File: src/rtl/lshift_8_pipe.sv
// Three-stage pipelined 8-bit left shifter/rotator (stages shift by 1, 2, 4).
// Valid/ready on both sides; a full pipe sustains one word per cycle under continuous drain.
module lshift_8_pipe #(
    parameter logic FILL = 1'b0
) (
    input  logic       clk,
    input  logic       rst,
    input  logic       in_valid,
    output logic       in_ready,
    input  logic [7:0] data,
    input  logic [2:0] sel,
    input  logic       rotate,
    output logic       out_valid,
    input  logic       out_ready,
    output logic [7:0] out,
    output logic [7:0] xfer_count
);

    // The low byte supplies the bits that fill vacated LSBs: the operand itself when rotating.
    function automatic logic [7:0] shl(input logic [7:0] src, input logic [2:0] k,
                                       input logic rot);
        logic [15:0] wide;
        wide = {src, (rot ? src : {8{FILL}})} << k;
        return wide[15:8];
    endfunction

    logic       v1, v2, v3;
    logic [7:0] d1, d2, d3;
    logic [1:0] s1;
    logic       s2;
    logic       r1, r2;
    logic       advance1, advance2, advance3;

    assign advance3  = !v3 || out_ready;
    assign advance2  = !v2 || advance3;
    assign advance1  = !v1 || advance2;
    assign in_ready  = advance1 && !rst;
    assign out_valid = v3;
    assign out       = d3;

    // S1: capture operand and apply the 1-bit shift.
    always_ff @(posedge clk) begin
        if (rst) begin
            v1 <= 1'b0;
            d1 <= 8'h00;
            s1 <= 2'b00;
            r1 <= 1'b0;
        end else if (advance1) begin
            v1 <= in_valid;
            if (in_valid) begin
                d1 <= shl(data, {2'b00, sel[0]}, rotate);
                s1 <= sel[2:1];
                r1 <= rotate;
            end
        end
    end

    // S2: 2-bit shift.
    always_ff @(posedge clk) begin
        if (rst) begin
            v2 <= 1'b0;
            d2 <= 8'h00;
            s2 <= 1'b0;
            r2 <= 1'b0;
        end else if (advance2) begin
            v2 <= v1;
            if (v1) begin
                d2 <= shl(d1, {1'b0, s1[0], 1'b0}, r1);
                s2 <= s1[1];
                r2 <= r1;
            end
        end
    end

    // S3: 4-bit shift; these registers drive the output port.
    always_ff @(posedge clk) begin
        if (rst) begin
            v3 <= 1'b0;
            d3 <= 8'h00;
        end else if (advance3) begin
            v3 <= v2;
            if (v2) begin
                d3 <= shl(d2, {s2, 2'b00}, r2);
            end
        end
    end

    always_ff @(posedge clk) begin
        if (rst) begin
            xfer_count <= 8'h00;
        end else if (v3 && out_ready) begin
            xfer_count <= xfer_count + 8'd1;
        end
    end

endmodule
File: config.mk
export PLATFORM = sky130hd
export DESIGN_NAME = lshift_8_pipe
export DESIGN_NICKNAME = d
export VERILOG_FILES = /design/src/rtl/lshift_8_pipe.sv
export SDC_FILE = /design/constraint.sdc
export NUM_CORES = 1
export LEC_CHECK = 0
export CORE_MARGIN = 2
export CORE_UTILIZATION = 40
export CTS_BUF_LIST = sky130_fd_sc_hd__clkbuf_8
export CTS_CLUSTER_SIZE = 14
export DETAILED_ROUTE_END_ITERATION = 10
export PLACE_DENSITY = 0.64
export SYNTH_ARGS = -nofsm -noshare
export SYNTH_HDL_FRONTEND = slang
export SYNTH_SLANG_ARGS = --single-unit
File: constraint.sdc
create_clock -name clk -period 1.4 [get_ports clk]
set_input_delay 0.14 -clock clk [delete_from_list [all_inputs] [get_ports clk]]
set_output_delay 0.14 -clock clk [all_outputs]
set_load 0.05 [all_outputs]
# After elaboration in Yosys (flattened, before gate mapping)
# Index checks and enable logic that the tools add are counted.
[classes]
addsub = 1
n_mul = 0
n_div = 0
n_lt_le_gt_ge = 0
eq_ne = 0
n_shift = 3
n_mux = 3
bitwise = 0
reduce_logical = 12
[op_table]
columns = ["op", "n"]
rows = [
  ["8-bit two-way mux", 3],
  ["16-bit by 1-bit left shift with 16-bit output", 1],
  ["16-bit by 2-bit left shift with 16-bit output", 1],
  ["16-bit by 3-bit left shift with 16-bit output", 1],
  ["8-bit by 1-bit adder with 8-bit output (second input constant)", 1],
  ["2-bit AND reduction", 3],
  ["1-bit zero test", 4],
  ["1-bit logical OR", 3],
  ["1-bit logical AND", 2],
]
[word_totals]
register_bits = 40
latch_bits = 0
ramBits = 0
rom_bits = 0
inputBits = 16
out_inout_bits = 18
wordCells = 30
mem_count = 0

# Depth between registers and ports, before layout
# Gate-level depths: netlist of run 1.
[depth]
ltp_word = 5
mapped_depth = 6

# Worst setup path after synthesis of run 1
# Ideal clock, no wire load.
[synth_path]
path_kind = "register -> output"
start = "reg v3, in the netlist out_valid"
end = "out in_ready"
t_arrival_ns = 1.600
t_required_ns = 1.260
setup_slack_ns = -0.340
stages_incl_launch_ff = 4
path_cell_list = "dfxtp_1 -> buf_6 -> and4b_2 -> nor2_1"
[synth_via]
elab_chain_len = 5
[synth_lines]
columns = ["element", "line_no", "source"]
rows = [
  ["start, declared", "27", "logic v1, v2, v3;"],
  ["start signal, assigned", "81", "v3 <= v2;"],
  ["1-bit zero test", "34", "assign advance3 = !v3 || out_ready;"],
  ["1-bit logical OR", "34", ""],
  ["1-bit logical OR", "35", "assign advance2 = !v2 || advance3;"],
  ["1-bit logical OR", "36", "assign advance1 = !v1 || advance2;"],
  ["1-bit logical AND", "37", "assign in_ready = advance1 && !rst;"],
  ["end, declared", "9", "output logic in_ready,"],
]
# Every way passes these cells.

# Final worst setup path of run 1
# Same ends and word-level chain as after synthesis.

==> metrics.csv, run 1 <==
metric,value,unit
power_density,941,nW/um^2
finalSetupViolCount,0,
avgSynthCellArea,9.23,sq um
syn_nets,216,
clk_pin_slew,0.08,ns
cap_violations,0,
dpl.cell_count,282,
grt_remaining_overflow,0,
cpPeakStageDelay,0.41,ns
final_cell_area,2450,sq um
vdd_drop_max,0.000524,V
crit_slowest_cell,dfxtp_4,
cts_root_buf,clkbuf_8,
die_y,71.8,um
cts_hold_buffers,0,
synth_warnings,0,
grt_pass1_vias,1352,
holdWs,0.433,ns
min_period,1.36,ns
startpoint_type,register,
period_share,96.9,%
ys_seq_elements,40,
yosysUniqueCellTypes,31,
fmax,737,MHz
yosysSeqAreaShare,43.6,%
drtIter0Drc,79,
clockPowerShare,30.9,%
initial_core_util,41.9,%
nets,255,
r2r_slack,0.08,ns
critical_path.endpoint_type,output pin,
syn-cell-area,1840,sq um
cts_tree,built,
holdCritPathClass,in2reg,
syn-instance-count,199,
clock_sinks,40,
place_ws,-0.313,ns
diodes,0,
drt_wl_total,3580,um
fin_cells,291,
slew_viol_final,0,
skew,0.00912,ns
portBuffers,33,
layout_setup_ws,0.0439,ns
max_slew.worst_pin.slew,0.455,ns
drive_above_1_share,23.8,%
cp-endpoint,in_ready,
seqPwrFrac,54.0,%
cp.arrival,1.22,ns
power.internal,1.70,mW
viasPerCell,5.32,
fin_setup_tns,0,ns
worstReg2RegStart,out_valid$_SDFFE_PP0P_,
wl_per_cell,12.3,um
pin_count,34,
vias,1547,
syn2layout_area_growth,33.2,%
comb_power_share,15.1,%
track_usage,15.7,%
place.gp.congestion,0.709,
place_area,2340,sq um
maxSlewHeadroom,69.7,%
drc,0,
r2r.worst_path.cells,4,
grt_pass1_wl,6460,um
placementRows,24,
grt_max_degree,14,
power.total,2.30,mW
path_class,reg2out,
startpoint,out_valid$_SDFFE_PP0P_,
hold_violations,0,
dp_hpwl,2690,um
cp_top_family,flip-flops,
antenna_found_initial,0,
path_buf_inv,1,
die_width,71.8,um
crit_chain,"and4b_2, nor2_4, buf_12",
post-route-util,55.8,%
leakage,0.883,nW
status,completed,
core_area,4380,sq um
required,1.26,ns
timing.rr.end,xfer_count[5]$_SDFFE_PP0P_,
cts_max_level,2,
p_sw_share,26.2,%
crit_cells,3,
cp_max_fo,5,
die_area,5150,sq um
firstDrtPassIters,5,
cts_buffers,5,
p_switching,0.604,mW
cts_buffer_depth,2,
clk_latency,0.29,ns
fillCellCount,409,
drtAntennaViolNets,0,
tightest hold or removal path: cells and delay by family:
family	cells	cell delay, ns
and+or+nand+nor	1	0.08
buffers and inverters	1	0.40
AOI/OAI and AO/OA	1	0.05
Yosys cell counts:
master    instances  area, sq um
a211oi_1         17          128
a21oi_1          37          185
a311oi_1          7         61.3
and2_4            1         8.76
and3b_2           1         10.0
and4b_2           1         11.3
buf_2             4         20.0
buf_6             4         45.0
clkbuf_1          8         30.0
clkbuf_2          1         5.00
dfxtp_1          40          801
ha_1              1         12.5
inv_1             4         15.0
mux2_2            1         11.3
mux2i_1          17          170
nand2_1           4         15.0
nand2b_1          7         43.8
nand2b_4          1         13.8
nand3_1          15         75.1
nand3_4           1         17.5
nand3b_1          1         7.51
nand4_1           2         12.5
nand4b_1          1         8.76
nor2_1            7         26.3
nor2b_1           1         6.26
o21ai_0           7         35.0
o31ai_1           2         15.0
or3_1             1         6.26
or3_2             1         7.51
or4_1             2         15.0
xor2_1            2         17.5
sequential cells by signal (all words and copies together), names as in the netlist:
| signal | cells |
|---|---|
| s2 | 1 |
| d2 | 8 |
| v1 | 1 |
| xfer_count | 8 |
| out | 8 |
| out_valid | 1 |
| s1 | 2 |
| v2 | 1 |
| r1 | 1 |
| r2 | 1 |
| d1 | 8 |
what timing repair did:
item | CTS | global route
setup endpoints to repair | 2 | 9
buffers inserted | 1 | 0
pin swaps | 0 | 1
endpoints found under the hold margin | 0 | 0
resized for setup | 2 | 2
cloned | 0 | 0
per-layer routing:
layer	track usage [%]	share of wire [%]	routed length (um)
met1	22.0	51	1820
met2	22.7	43	1540
met3	3.94	4.3	154
met4	6.92	1.7	61
met5	0	0	0
layout by cell type (no fill, tap or decap), drive strengths merged:
cell type | Yosys | layout
and3b | 1 | 1
clkinv | 0 | 1
and4b | 1 | 1
mux2 | 1 | 1
nand2b | 8 | 8
and2 | 1 | 1
a311oi | 7 | 7
dfxtp | 40 | 40
nor2b | 1 | 1
o31ai | 2 | 2
inv | 4 | 6
dlygate4sd2 | 0 | 1
o21ai | 7 | 7
nand4b | 1 | 1
clkbuf | 9 | 5
buf | 8 | 34
nand3 | 16 | 16
clkdlybuf4s50 | 0 | 14
or4 | 2 | 2
nand4 | 2 | 2
nand2 | 4 | 4
nand3b | 1 | 1
xor2 | 2 | 2
mux2i | 17 | 17
or3 | 2 | 2
ha | 1 | 1
nor2 | 7 | 7
a211oi | 17 | 17
a21oi | 37 | 37
worst min-delay path by stage:
stage,from,endpoint,slack (ns),cells after the start
final,sel[1],s1[0]$_SDFFE_PP0P_,0.43,3
after global routing,sel[2],s1[1]$_SDFFE_PP0P_,0.45,3
after CTS,sel[1],s1[0]$_SDFFE_PP0P_,0.42,3
after detailed placement,s1[1]$_SDFFE_PP0P_,s2$_SDFFE_PP0P_,0.47,2
after global placement,xfer_count[7]$_SDFFE_PP0P_,xfer_count[7]$_SDFFE_PP0P_,0.47,2
after floorplan,rotate,r1$_SDFFE_PP0P_,0.29,2
power by group through the flow:
stage / Combinational, mW / Sequential (mW) / Clock, mW
2_1_floorplan: 0.177 / 1.30 / 0
3_3_place_gp: 0.341 / 1.27 / 0
3_5_place_dp: 0.343 / 1.27 / 0
4_1_cts: 0.351 / 1.24 / 0.741
5_1_grt: 0.385 / 1.25 / 0.791
6_report: 0.348 / 1.24 / 0.711
cells by family after synthesis:
| logic type | synth area share (%) |
|---|---|
| buffers and inverters | 6.27 |
| flip-flops | 43.6 |
| AND/OR/NAND/NOR | 15.5 |
| multiplexers | 9.88 |
| XOR/XNOR | 0.954 |
| AO/OA/AOI/OAI | 23.1 |
| adder cells (fa/ha/maj) | 0.681 |
area by class of cell:
class / count / area [sq um] / share of cell area (%)
Clock buffer: 5 / 68.8 / 2.81
Clock inverter: 3 / 12.5 / 0.511
Inverter: 4 / 15.0 / 0.613
Multi-Input combinational cell: 138 / 931 / 38.0
Sequential cell: 40 / 813 / 33.2
Tap cell: 52 / 65.1 / 2.66
Timing Repair Buffer: 49 / 542 / 22.1
No activity file was read; power rests on OpenSTA's default activity.
==> run 2: changes to the inputs <==
--- a/config.mk
+++ b/config.mk
@@ -6,11 +6,11 @@
 export NUM_CORES = 1
 export LEC_CHECK = 0
 export CORE_MARGIN = 2
-export CORE_UTILIZATION = 40
+export CORE_UTILIZATION = 54
 export CTS_BUF_LIST = sky130_fd_sc_hd__clkbuf_8
 export CTS_CLUSTER_SIZE = 14
 export DETAILED_ROUTE_END_ITERATION = 10
-export PLACE_DENSITY = 0.64
+export PLACE_DENSITY = 0.82
 export SYNTH_ARGS = -nofsm -noshare
 export SYNTH_HDL_FRONTEND = slang
 export SYNTH_SLANG_ARGS = --single-unit
==> run 2 against run 1 <==
Against the previous run: the flow now finishes with violations (negative setup slack); clock power is 43% higher; critical path depth stayed put; clock skew is 0.0038 ns higher; setup slack worse by 0.048 ns; non-clock buffer count is 2 higher; sequential share of layout area is 0.66 points lower; wire length is 28% higher; clock-buffer cell count is 2 higher; combinational power is 5% higher; cell count is 1.4% lower.
==> metrics.csv, run 2 (synthesis gave the netlist of run 1 again) <==
metric,value,unit
placementRows,21,
fin_setup_tns,-0.00381,ns
grt_remaining_overflow,0,
cts_buffer_depth,2,
clk_pin_slew,0.08,ns
cts_tree,built,
core_area,3310,sq um
final_cell_area,2500,sq um
place.gp.congestion,0.790,
power_density,1050,nW/um^2
maxSlewHeadroom,69.1,%
cts_hold_buffers,0,
clk_latency,0.30,ns
vdd_drop_max,0.000728,V
die_y,62.3,um
drt_wl_total,4580,um
pin_count,34,
min_path_cells,4,
slew_viol_final,0,
status,"finished, violations left",
cp_max_fo,7,
fmax,712,MHz
track_usage,22.7,%
skew,0.0129,ns
cp.arrival,1.26,ns
syn2layout_area_growth,36.4,%
hold_violations,0,
grt_max_degree,21,
max_slew.worst_pin.slew,0.463,ns
diodes,0,
startpoint_type,register,
final_common_cell,a21oi_1,
required,1.26,ns
crit_cells,3,
clock_sinks,40,
initial_core_util,55.5,%
path_buf_inv,1,
path_class,reg2out,
vias,1739,
cap_violations,0,
grt_pass1_wl,7000,um
drtAntennaViolNets,0,
violations,negative setup slack,
wl_per_cell,16.0,um
drc,0,
cts_buffers,5,
die_area,3880,sq um
drive_above_1_share,26.6,%
critical_path.endpoint_type,output pin,
layout_setup_ws,-0.00381,ns
viasPerCell,6.06,
cts_root_buf,clkbuf_8,
grt_pass1_vias,1587,
finalSetupViolCount,1,
antenna_found_initial,0,
crit_slowest_cell,dfxtp_4,
r2r.worst_path.cells,4,
leakage,0.914,nW
crit_chain,"and4b_2, nor2_4, buf_12",
place_area,2310,sq um
portBuffers,33,
nets,257,
holdCritPathClass,in2reg,
firstDrtPassIters,4,
die_width,62.3,um
cp_top_family,simple AND/OR/NAND/NOR gates,
cpPeakStageDelay,0.38,ns
cts_max_level,2,
layout_common_cells,"36 x a21oi_1, 32 x dfxtp_1, 26 x buf_4, 17 x mux2i_1, 17 x a211oi_1",
drtIter0Drc,110,
min_period,1.40,ns
grt_setup_unrepaired,yes,
period_share,100,%
dp_hpwl,3130,um
run 2: cell types whose count changed in the layout (fill, tap and decap cells not counted), sizes merged:
cell	before	now
inv	6	4
clkinv	1	0
dlygate4sd2	1	0
dlymetal6s2s	0	1
clkbuf	5	7
bufinv	0	1
buf	34	36
run 2: area by class of cell:
class | instances | area, sq um
Sequential cell | 40 | 816
Clock buffer | 7 | 96.3
Fill cell | 246 | 806
Multi-Input combinational cell | 138 | 942
Tap cell | 46 | 57.6
Inverter | 4 | 15.0
Timing Repair Buffer | 51 | 548
Clock inverter | 1 | 30.0
run 2: what timing repair did:
item	4_1_cts	5_1_grt
pin swaps	1	4
buffers inserted	0	6
gates resized for setup	2	6
endpoints found under the setup margin	3	4
run 2: path summary, 6_finish.rpt:
check                             startpoint                          to  slack [ns]
setup / recovery      out_valid$_SDFFE_PP0P_                    in_ready      -0.004
hold / removal                     out_ready  xfer_count[1]$_SDFFE_PP0P_        0.34
setup reg to reg      out_valid$_SDFFE_PP0P_             r1$_SDFFE_PP0P_        0.08
hold reg to reg   xfer_count[7]$_SDFFE_PP0P_  xfer_count[7]$_SDFFE_PP0P_        0.49
run 2: worst reg2reg max path: cells and delay by family (launching register included):
family                 cells  cell delay [ns]
AND/OR/NAND/NOR            1             0.29
flip-flops                 1             0.38
buffers and inverters      1             0.16
AO/OA/AOI/OAI              2             0.36
run 2: power by group:
part           leakage (nW)  total [mW]  internal (mW)  switching (mW)
sequential            0.332        1.25           1.19          0.0552
clock                0.0645        1.02          0.629           0.394
combinational         0.517       0.365          0.175           0.190
run 2: through the flow:
stage	hold WS (ns)	instances	power [mW]	util [%]	setup slack, ns
6_report	0.337	287	2.63	75.7	-0.00381
5_1_grt	0.347	287	2.74	75.7	-0.0331
4_1_cts	0.431	281	2.63	73.8	-0.0539
3_5_place_dp	0.474	273	1.62	69.7	-0.339
3_3_place_gp	0.462	273	1.60	69.7	-0.234
2_1_floorplan	0.288	199	1.48	-	0.00466
run 2: layer usage:
metal,GRT usage [%],share of wire [%],wire [um]
met1,23.3,38,1750
met2,42.1,55,2530
met3,6.52,4.8,222
met4,10.6,1.7,77
met5,0,0,0
==> run 3: changes to the inputs <==
--- a/config.mk
+++ b/config.mk
@@ -5,6 +5,7 @@
 export SDC_FILE = /design/constraint.sdc
 export NUM_CORES = 1
 export LEC_CHECK = 0
+export CORE_ASPECT_RATIO = 2
 export CORE_MARGIN = 2
 export CORE_UTILIZATION = 54
 export CTS_BUF_LIST = sky130_fd_sc_hd__clkbuf_8
==> run 3 against run 2 <==
Against the previous run: the flow now finishes without violations; setup slack improved by 0.062 ns; cell count shrank 6.6%; total power shrank 8.0%; worst hold slack got worse by 0.014 ns; sequential share of layout area increased by 1.1 points; register-to-register slack worse by 0.02 ns; via count fell by 7.5%; largest cell class unchanged; sequential power is essentially flat; wire length shrank 14%; clock skew fell by 0.0063 ns.
==> metrics.csv, run 3 (synthesis gave the netlist of run 1 again) <==
metric,value,unit
place_ws,-0.327,ns
fillCellCount,251,
p_switching,0.618,mW
fin_setup_tns,0,ns
cap_violations,0,
path_buf_inv,1,
drt_wl_total,3930,um
die_y,86.5,um
p_sw_share,25.5,%
min_period,1.34,ns
firstDrtPassIters,4,
clk_pin_slew,0.08,ns
placementRows,30,
clock_sinks,40,
final_common_cell,a21oi_1,
initial_core_util,55.0,%
dp_hpwl,2980,um
diodes,0,
wl_per_cell,14.6,um
period_share,95.9,%
path_class,reg2reg,
die_area,3910,sq um
clockPowerShare,34.2,%
power.internal,1.81,mW
crit_slowest_cell,or4_1,
comb_power_share,14.6,%
layout_common_cells,"37 x a21oi_1, 32 x dfxtp_1, 20 x buf_4, 17 x mux2i_1, 17 x a211oi_1",
clk_latency,0.30,ns
antenna_found_initial,0,
core_area,3340,sq um
grt_setup_unrepaired,no,
fin_cells,268,
layout_setup_ws,0.0581,ns
pin_count,34,
track_usage,23.1,%
required,1.63,ns
grt_remaining_overflow,0,
max_slew.worst_pin.slew,0.498,ns
leakage,0.876,nW
area.sequential,813,sq um
grt_pass1_wl,6710,um
maxSlewHeadroom,66.7,%
drtIter0Drc,31,
die_width,45.2,um
place.gp.congestion,0.771,
slew_viol_final,0,
cts_root_buf,clkbuf_8,
cp.arrival,1.57,ns
vdd_drop_max,0.000796,V
cts_max_level,2,
nets,252,
cp_top_family,simple AND/OR/NAND/NOR gates,
cts_buffers,5,
finalSetupViolCount,0,
grt_max_degree,29,
dpl.cell_count,259,
startpoint_type,register,
drive_above_1_share,23.3,%
r2r_slack,0.06,ns
cts_tree,built,
cp_max_fo,10,
seqPwrFrac,51.2,%
holdCritPathClass,in2reg,
skew,0.00658,ns
multiInputGateArea,931,sq um
drc,0,
cts_hold_buffers,0,
fmax,745,MHz
hold_violations,0,
grt_pass1_vias,1554,
status,completed,
portBuffers,33,
syn2layout_area_growth,31.4,%
viasPerCell,6.00,
cts_buffer_depth,2,
vias,1609,
drtAntennaViolNets,0,
crit_chain,"buf_8, nand3_4, or4_1, a21oi_1",
critical_path.endpoint_type,register,
cpPeakStageDelay,0.51,ns
power_density,1000,nW/um^2
run 3: area by class of cell:
cell class              count  share of cell area, %
multi-input cells         138                   38.6
flip-flops and latches     40                   33.7
repair buffers             46                   21.3
clock buffers               7                   3.99
well taps                  32                   1.66
inverters                   4                  0.622
clock inverters             1                  0.156
run 3: metrics by stage:
| step | instance area [sq um] | util [%] | power [mW] | hold slack (ns) |
|---|---|---|---|---|
| floorplan | 1850 | - | 1.48 | 0.288 |
| global placement | 2290 | 68.6 | 1.61 | 0.464 |
| detailed placement | 2290 | 68.6 | 1.62 | 0.471 |
| CTS | 2410 | 72.1 | 2.44 | 0.319 |
| global route | 2410 | 72.2 | 2.52 | 0.356 |
| finish | 2410 | 72.2 | 2.42 | 0.323 |
run 3: worst min-delay path, delay by kind of cell:
family                 cells  cell delay, ns
buffers and inverters      1            0.28
and+or+nand+nor            1            0.10
AOI/OAI and AO/OA          1            0.05
run 3: per-layer routing:
metal	vias to the layer above	track usage (%)	share of wire (%)	wire, um
met5	-	0	0	0
met1	765	21.7	35	1370
li1	808	-	-	-
met3	9	5.00	2.6	102
met4	0	11.8	2.6	104
met2	27	43.1	60	2350
run 3: power groups by stage:
stage	sequential (mW)	clock (mW)	combinational, mW
after floorplan	1.30	0	0.177
after global placement	1.27	0	0.337
after detailed placement	1.27	0	0.345
after CTS	1.24	0.843	0.355
after global routing	1.25	0.882	0.385
final	1.24	0.828	0.354
run 3: worst paths after layout:
check                               endpoint                   start  cells after the start
hold reg to reg              s2$_SDFFE_PP0P_      s1[1]$_SDFFE_PP0P_                      2
hold / removal    xfer_count[1]$_SDFFE_PP0P_               out_ready                      3
setup reg to reg  xfer_count[5]$_SDFFE_PP0P_  out_valid$_SDFFE_PP0P_                      4
setup / recovery  xfer_count[5]$_SDFFE_PP0P_  out_valid$_SDFFE_PP0P_                      4
run 3: repair_timing:
item,in CTS,in global routing
pin swaps,2,0
endpoints found under the setup margin,3,10
buffers inserted,2,0
gates resized for setup,4,2
